[src/rtl/alu_issue_queue.sv]
`timescale 1ns/1ps
// alu_issue_queue: decodes RV32I ALU/branch instructions on enqueue and holds
// the decoded controls plus operands in a 2-entry FIFO feeding the ALU stage.
// The head entry drives the outputs straight from registers.
//
// Ports:
//   clk, reset            clock, asynchronous active-high reset
//   in_valid / in_ready   upstream handshake (instr, rs1_data, rs2_data)
//   flush                 drop every queued entry
//   out_valid / out_ready ALU-side handshake for the head entry
//   a, b                  head operands
//   alu_ctrl, aluflag     head ALU operation and qualifier
//   is_branch, illegal    head is BEQ/BNE, head is an unsupported encoding
module alu_issue_queue #(
  parameter int unsigned WIDTH = 32
) (
  input  logic             clk,
  input  logic             reset,
  input  logic             in_valid,
  output logic             in_ready,
  input  logic [31:0]      instr,
  input  logic [WIDTH-1:0] rs1_data,
  input  logic [WIDTH-1:0] rs2_data,
  input  logic             flush,
  output logic             out_valid,
  input  logic             out_ready,
  output logic [WIDTH-1:0] a,
  output logic [WIDTH-1:0] b,
  output logic [2:0]       alu_ctrl,
  output logic             aluflag,
  output logic             is_branch,
  output logic             illegal
);

  localparam logic [6:0] OP_R   = 7'b0110011;
  localparam logic [6:0] OP_I   = 7'b0010011;
  localparam logic [6:0] OP_B   = 7'b1100011;
  localparam logic [6:0] F7_STD = 7'b0000000;
  localparam logic [6:0] F7_ALT = 7'b0100000;

  localparam logic [2:0] CTRL_ADD   = 3'b000;
  localparam logic [2:0] CTRL_SUB   = 3'b001;
  localparam logic [2:0] CTRL_SHR   = 3'b011;
  localparam logic [2:0] CTRL_SLT   = 3'b100;
  localparam logic [2:0] CTRL_SLLX  = 3'b110;
  localparam logic [2:0] CTRL_OR    = 3'b111;

  typedef struct packed {
    logic [WIDTH-1:0] a;
    logic [WIDTH-1:0] b;
    logic [2:0]       ctrl;
    logic             flag;
    logic             br;
    logic             ill;
  } entry_t;

  typedef enum logic [1:0] {
    EMPTY = 2'd0,
    ONE   = 2'd1,
    FULL  = 2'd2
  } state_t;

  state_t state, state_nxt;
  entry_t head, tail, dec;
  logic   enq, deq;

  logic [6:0]       opcode;
  logic [2:0]       funct3;
  logic [6:0]       funct7;
  logic [WIDTH-1:0] imm_sext;
  logic             unused_rd;

  assign opcode    = instr[6:0];
  assign funct3    = instr[14:12];
  assign funct7    = instr[31:25];
  assign imm_sext  = {{(WIDTH-12){instr[31]}}, instr[31:20]};
  assign unused_rd = ^instr[11:7];

  // Instruction decode into a queue entry; unsupported encodings become a zeroed illegal entry.
  always_comb begin
    logic             ok;
    logic             is_imm;
    logic             shift;
    logic [2:0]       ctrl;
    logic             flag;
    logic             br;
    logic [WIDTH-1:0] operand;

    dec     = '0;
    ok      = 1'b0;
    is_imm  = (opcode == OP_I);
    shift   = 1'b0;
    ctrl    = CTRL_ADD;
    flag    = 1'b0;
    br      = 1'b0;
    operand = rs2_data;

    case (opcode)
      OP_R, OP_I: begin
        case (funct3)
          3'b000: begin
            if (is_imm || funct7 == F7_STD) begin
              ok = 1'b1; ctrl = CTRL_ADD;
            end else if (funct7 == F7_ALT) begin
              ok = 1'b1; ctrl = CTRL_SUB;
            end
          end
          3'b001: if (funct7 == F7_STD) begin
            ok = 1'b1; ctrl = CTRL_SLLX; flag = 1'b1; shift = 1'b1;
          end
          3'b010: if (is_imm || funct7 == F7_STD) begin
            ok = 1'b1; ctrl = CTRL_SLT; flag = 1'b1;
          end
          3'b100: if (is_imm || funct7 == F7_STD) begin
            ok = 1'b1; ctrl = CTRL_SLLX;
          end
          3'b101: begin
            if (funct7 == F7_STD) begin
              ok = 1'b1; ctrl = CTRL_SHR; shift = 1'b1;
            end else if (funct7 == F7_ALT) begin
              ok = 1'b1; ctrl = CTRL_SHR; flag = 1'b1; shift = 1'b1;
            end
          end
          3'b110: if (is_imm || funct7 == F7_STD) begin
            ok = 1'b1; ctrl = CTRL_OR;
          end
          3'b111: if (is_imm || funct7 == F7_STD) begin
            ok = 1'b1; ctrl = CTRL_SLT;
          end
          default: ok = 1'b0;
        endcase
        if (is_imm) operand = imm_sext;
        // Shift amount only: upper bits of b are cleared.
        if (shift) operand = WIDTH'(operand[4:0]);
      end
      OP_B: begin
        if (funct3 == 3'b000 || funct3 == 3'b001) begin
          ok = 1'b1; ctrl = CTRL_SUB; br = 1'b1;
        end
      end
      default: ok = 1'b0;
    endcase

    if (ok) begin
      dec.a    = rs1_data;
      dec.b    = operand;
      dec.ctrl = ctrl;
      dec.flag = flag;
      dec.br   = br;
    end else begin
      dec.ill  = 1'b1;
    end
  end

  assign enq = in_valid && in_ready;
  assign deq = out_valid && out_ready;

  // Occupancy next state; flush wins over any handshake.
  always_comb begin
    state_nxt = state;
    if (flush) begin
      state_nxt = EMPTY;
    end else begin
      case (state)
        EMPTY:   if (enq) state_nxt = ONE;
        ONE: begin
          if (enq && !deq)      state_nxt = FULL;
          else if (deq && !enq) state_nxt = EMPTY;
        end
        FULL:    if (deq) state_nxt = ONE;
        default: state_nxt = EMPTY;
      endcase
    end
  end

  // State, handshake flags and entry storage.
  always_ff @(posedge clk or posedge reset) begin
    if (reset) begin
      state     <= EMPTY;
      in_ready  <= 1'b1;
      out_valid <= 1'b0;
      head      <= '0;
      tail      <= '0;
    end else begin
      state     <= state_nxt;
      in_ready  <= (state_nxt != FULL);
      out_valid <= (state_nxt != EMPTY);
      if (!flush) begin
        case (state)
          EMPTY: if (enq) head <= dec;
          ONE: begin
            // Enqueue with dequeue replaces the head directly.
            if (enq && deq) head <= dec;
            else if (enq)   tail <= dec;
          end
          FULL:    if (deq) head <= tail;
          default: head <= head;
        endcase
      end
    end
  end

  assign a         = head.a;
  assign b         = head.b;
  assign alu_ctrl  = head.ctrl;
  assign aluflag   = head.flag;
  assign is_branch = head.br;
  assign illegal   = head.ill;

endmodule

[config.mk]
export PLATFORM = sky130hd
export DESIGN_NAME = alu_issue_queue
export DESIGN_NICKNAME = d
export VERILOG_FILES = /design/src/rtl/alu_issue_queue.sv
export SDC_FILE = /design/constraint.sdc
export NUM_CORES = 1
export LEC_CHECK = 0
export BUFFER_PORTS_ARGS = -buffer_cell sky130_fd_sc_hd__buf_2
export CORE_UTILIZATION = 30
export DETAILED_ROUTE_END_ITERATION = 7
export HOLD_SLACK_MARGIN = 0.15
export PLACE_DENSITY = 0.51
export SYNTH_ARGS = -nofsm -noshare
export SYNTH_HDL_FRONTEND = slang
export SYNTH_SLANG_ARGS = --single-unit
[constraint.sdc]
create_clock -name clk -period 4.81 [get_ports clk]
set_input_delay 0.962 -clock clk [delete_from_list [all_inputs] [get_ports clk]]
set_output_delay 0.962 -clock clk [all_outputs]
set_load 0.01 [all_outputs]
==> Flow_metrics.wiki <==
{| class="wikitable"
! Metric !! Value
|-
| Routed Antenna Nets || 0
|-
| Status || complete, no violations
|-
| Vias per inst || 4.96
|-
| Synth area leaders || sky130_fd_sc_hd__dfrtp_1 (49%), sky130_fd_sc_hd__nand2_1 (9.1%), sky130_fd_sc_hd__mux2i_1 (5.1%)
|-
| Place WS || 1.54 ns
|-
| Tightest Pin Transition || 1.08 ns
|-
| Global-route wire length before repair || 32.8 mm
|-
| Max Buffers Root-to-Sink || 2
|-
| Utilization after layout || 0.378
|-
| Net count reported at finish || 989
|-
| Final setup margin || 1.96 ns
|-
| Hold_buf cts || 0
|-
| Syn Std Cell Area || 0.00725 mm²
|-
| Final wirelength || 20.5 mm
|-
| Post-Synthesis Net Count || 864
|-
| Cell with the most instances after synthesis || sky130_fd_sc_hd__nand2_1
|-
| CP startpoint || instr[2]
|-
| Number of placed I/O pins || 173
|-
| Final critical delay including setup and external delays || 2.85 ns
|-
| Power per cell area || 339 mW/mm²
|-
| Clk pin slew, worst setup/hold paths || 0.06 ns
|-
| Post-synth ARST share || 1.00
|-
| Data arrival time of the worst path || 3.15 ns
|-
| Aggregate global-route resource usage || 0.172
|-
| Instance count after placement with tap cells included || 1188
|-
| CP endpoint || illegal
|-
| Max FO, Critical Path || 66
|-
| Register-to-register setup slack || 2.61 ns
|-
| CTS tree || built
|-
| Area Overhead vs Synth || 23.2%
|-
| Max Cap Viol || 0
|-
| Clock root buffer master || sky130_fd_sc_hd__clkbuf_16
|-
| Worst setup path category || in2reg
|-
| Launching element type of the critical path || input pin
|-
| Syn. warnings || 0
|-
| Most used DFF post-synth || sky130_fd_sc_hd__dfrtp_1
|-
| Sinks on Clock Net || 144
|-
| Leakage power figure || 4.11 nW
|-
| Worst EP required || 5.10 ns
|-
| Worst skew pair latency || 0.41 ns
|-
| Worst IR Drop VDD || 157 µV
|-
| Syn_area_per_cell || 9.50 µm²
|-
| Global placement routability congestion || 0.746
|-
| Number of global-route vias before repair || 5977
|-
| 1st-pass router iterations || 4
|-
| Sequential area share after synthesis || 0.497
|-
| Max Freq || 350 MHz
|-
| DRC viols || 0
|-
| Cells on worst reg2reg path || 6
|-
| Die outline area || 0.0248 mm²
|-
| Final Max Slew Viols || 0
|-
| Commonest cells in the synthesized netlist || sky130_fd_sc_hd__nand2_1 (175), sky130_fd_sc_hd__dfrtp_1 (143), sky130_fd_sc_hd__clkbuf_1 (58), sky130_fd_sc_hd__nand3_1 (47), sky130_fd_sc_hd__o31ai_1 (40)
|-
| Std cell rows || 56
|-
| Final count of hold timing violations || 0
|-
| Die Height || 157 µm
|-
| Class of the most critical hold timing path || reg2reg
|-
| Half-perimeter wire length of the detailed placement result || 12.6 mm
|-
| Placeable core area || 0.0236 mm²
|-
| Capture instance of the worst register-to-register path || b[31]
|-
| H-tree level count || 4
|-
| PortBufs || 162
|-
| Number of buffers inserted to repair setup after CTS || 0
|-
| Wire length per cell || 16.8 µm
|-
| Count of cells resized by post-cts repair || 0
|-
| Horizontal extent of the die || 157 µm
|-
| Relative slew slack || 0.282
|-
| Antenna violations before repair || 1
|-
| Synth top area share || 0.494
|-
| Count of endpoints failing setup in the final report || 0
|-
| Ratio of final minimum period to clock period || 0.593
|-
| Final standard cell count with taps included and fillers excluded || 1221
|-
| Worst-case clock skew || 0.00876 ns
|-
| Crit path capture type || flip-flop
|-
| Number of synthesized flops with an enable pin || 0
|-
| Synthesis-stage register bit count || 144
|-
| Initial Utilization || 0.307
|-
| Sum of overflow across all layers after global routing || 0
|-
| Number of unique standard cell types used by synthesis || 46
|-
| R2r startpoint || state[0]
|-
| Routed vias || 6054
|-
| Largest area contributor in the synthesized netlist || sky130_fd_sc_hd__dfrtp_1
|-
| Total Negative Setup Slacks || 0 ns
|-
| Tot Pwr || 3.03 mW
|-
| Cells after synthesis || 763
|-
| Number of buffers created by CTS || 17
|-
| Setup repair after global routing missed its margin || no
|-
| Pin count of the biggest net entering global routing || 79
|-
| Fraction of final layout cells with drive strength greater than 1 || 0.275
|-
| Initial DRC Count || 375
|}
[critical path, stage by stage]
cell and delay (ns):
sky130_fd_sc_hd__buf_2 0.09, sky130_fd_sc_hd__and4bb_1 0.47, sky130_fd_sc_hd__nand3b_2 0.24, sky130_fd_sc_hd__a211oi_2 0.22
sky130_fd_sc_hd__buf_4 0.28, sky130_fd_sc_hd__nor3_4 0.05, sky130_fd_sc_hd__buf_4 0.37, sky130_fd_sc_hd__a221o_1 0.40
[flip-flops by register name, summed over array words and instances (netlist names)]
name,count
out_valid,1
alu_ctrl,3
is_branch,1
a,32
aluflag,1
state,2
b,32
tail,70
in_ready,1
illegal,1
[layout make-up]
| cell class | instances | area [µm²] |
|---|---|---|
| fillers | 2468 | 14700 |
| flip-flops and latches | 144 | 3600 |
| multi-input cells | 541 | 3350 |
| repair buffers | 178 | 943 |
| clock buffers | 20 | 437 |
| well taps | 319 | 399 |
| clock inverters | 12 | 159 |
| inverters | 6 | 26.3 |
| diodes | 1 | 2.50 |
[through the flow]
step | instance area (µm²) | hold WS (ns)
finish | 8920 | 0.464
global route | 8920 | 0.487
CTS | 8920 | 0.471
detailed placement | 8330 | 0.457
global placement | 8330 | 0.451
floorplan | 7250 | 0.439
[power breakdown]
group | leakage (nW) | internal [mW] | switching, mW
registers | 1.96 | 1.27 | 0.0320
logic | 1.88 | 0.139 | 0.241
clock network | 0.273 | 0.819 | 0.530
[worst min-delay path by stage]
stage | startpoint | to | slack (ns) | cells past startpoint
final | tail[9] | tail[9] | 0.46 | 2
after global placement | tail[10] | tail[10] | 0.45 | 2
after detailed placement | tail[5] | tail[5] | 0.46 | 2
after CTS | tail[5] | tail[5] | 0.47 | 2
after floorplan | tail[5] | tail[5] | 0.44 | 2
after global routing | tail[26] | tail[26] | 0.49 | 2
[layer usage]
metal  GRT usage  vias up  share of wire
met5           0        -              0
li1            -     2958              -
met2       0.276      167           0.46
met1       0.231     2915           0.48
met4      0.0499        0          0.013
met3      0.0363       14          0.045
[cells by family (layout without fill, tap and decap cells)]
| kind of cell | count (synthesis) | after routing | share of synthesized area |
|---|---|---|---|
| multiplexers | 44 | 44 | 0.0620 |
| AND/OR/NAND/NOR | 297 | 297 | 0.185 |
| other | 0 | 1 | 0 |
| XOR/XNOR | 1 | 1 | 0.00121 |
| buffers and inverters | 78 | 216 | 0.0452 |
| AO/OA/AOI/OAI | 199 | 199 | 0.209 |
| flip-flops | 144 | 144 | 0.497 |
[cell usage in the layout, fill, tap and decap left out, types with 5 or more instances in the layout]
cell type	instances
sky130_fd_sc_hd__buf_2	162
sky130_fd_sc_hd__buf_4	15
sky130_fd_sc_hd__inv_1	5
sky130_fd_sc_hd__a31oi_1	16
sky130_fd_sc_hd__nor2_1	25
sky130_fd_sc_hd__clkinvlp_4	6
sky130_fd_sc_hd__o21ai_0	37
sky130_fd_sc_hd__o311ai_0	14
sky130_fd_sc_hd__dfrtp_1	143
sky130_fd_sc_hd__a21o_1	22
sky130_fd_sc_hd__nand2_1	174
sky130_fd_sc_hd__mux2i_1	37
sky130_fd_sc_hd__o31ai_2	20
sky130_fd_sc_hd__and2_1	30
sky130_fd_sc_hd__mux2_2	7
sky130_fd_sc_hd__a21oi_1	8
sky130_fd_sc_hd__o211ai_1	23
sky130_fd_sc_hd__o31ai_1	40
sky130_fd_sc_hd__nand3_1	47
sky130_fd_sc_hd__clkbuf_16	17
Note: power is estimated with default switching activity, not from simulation.
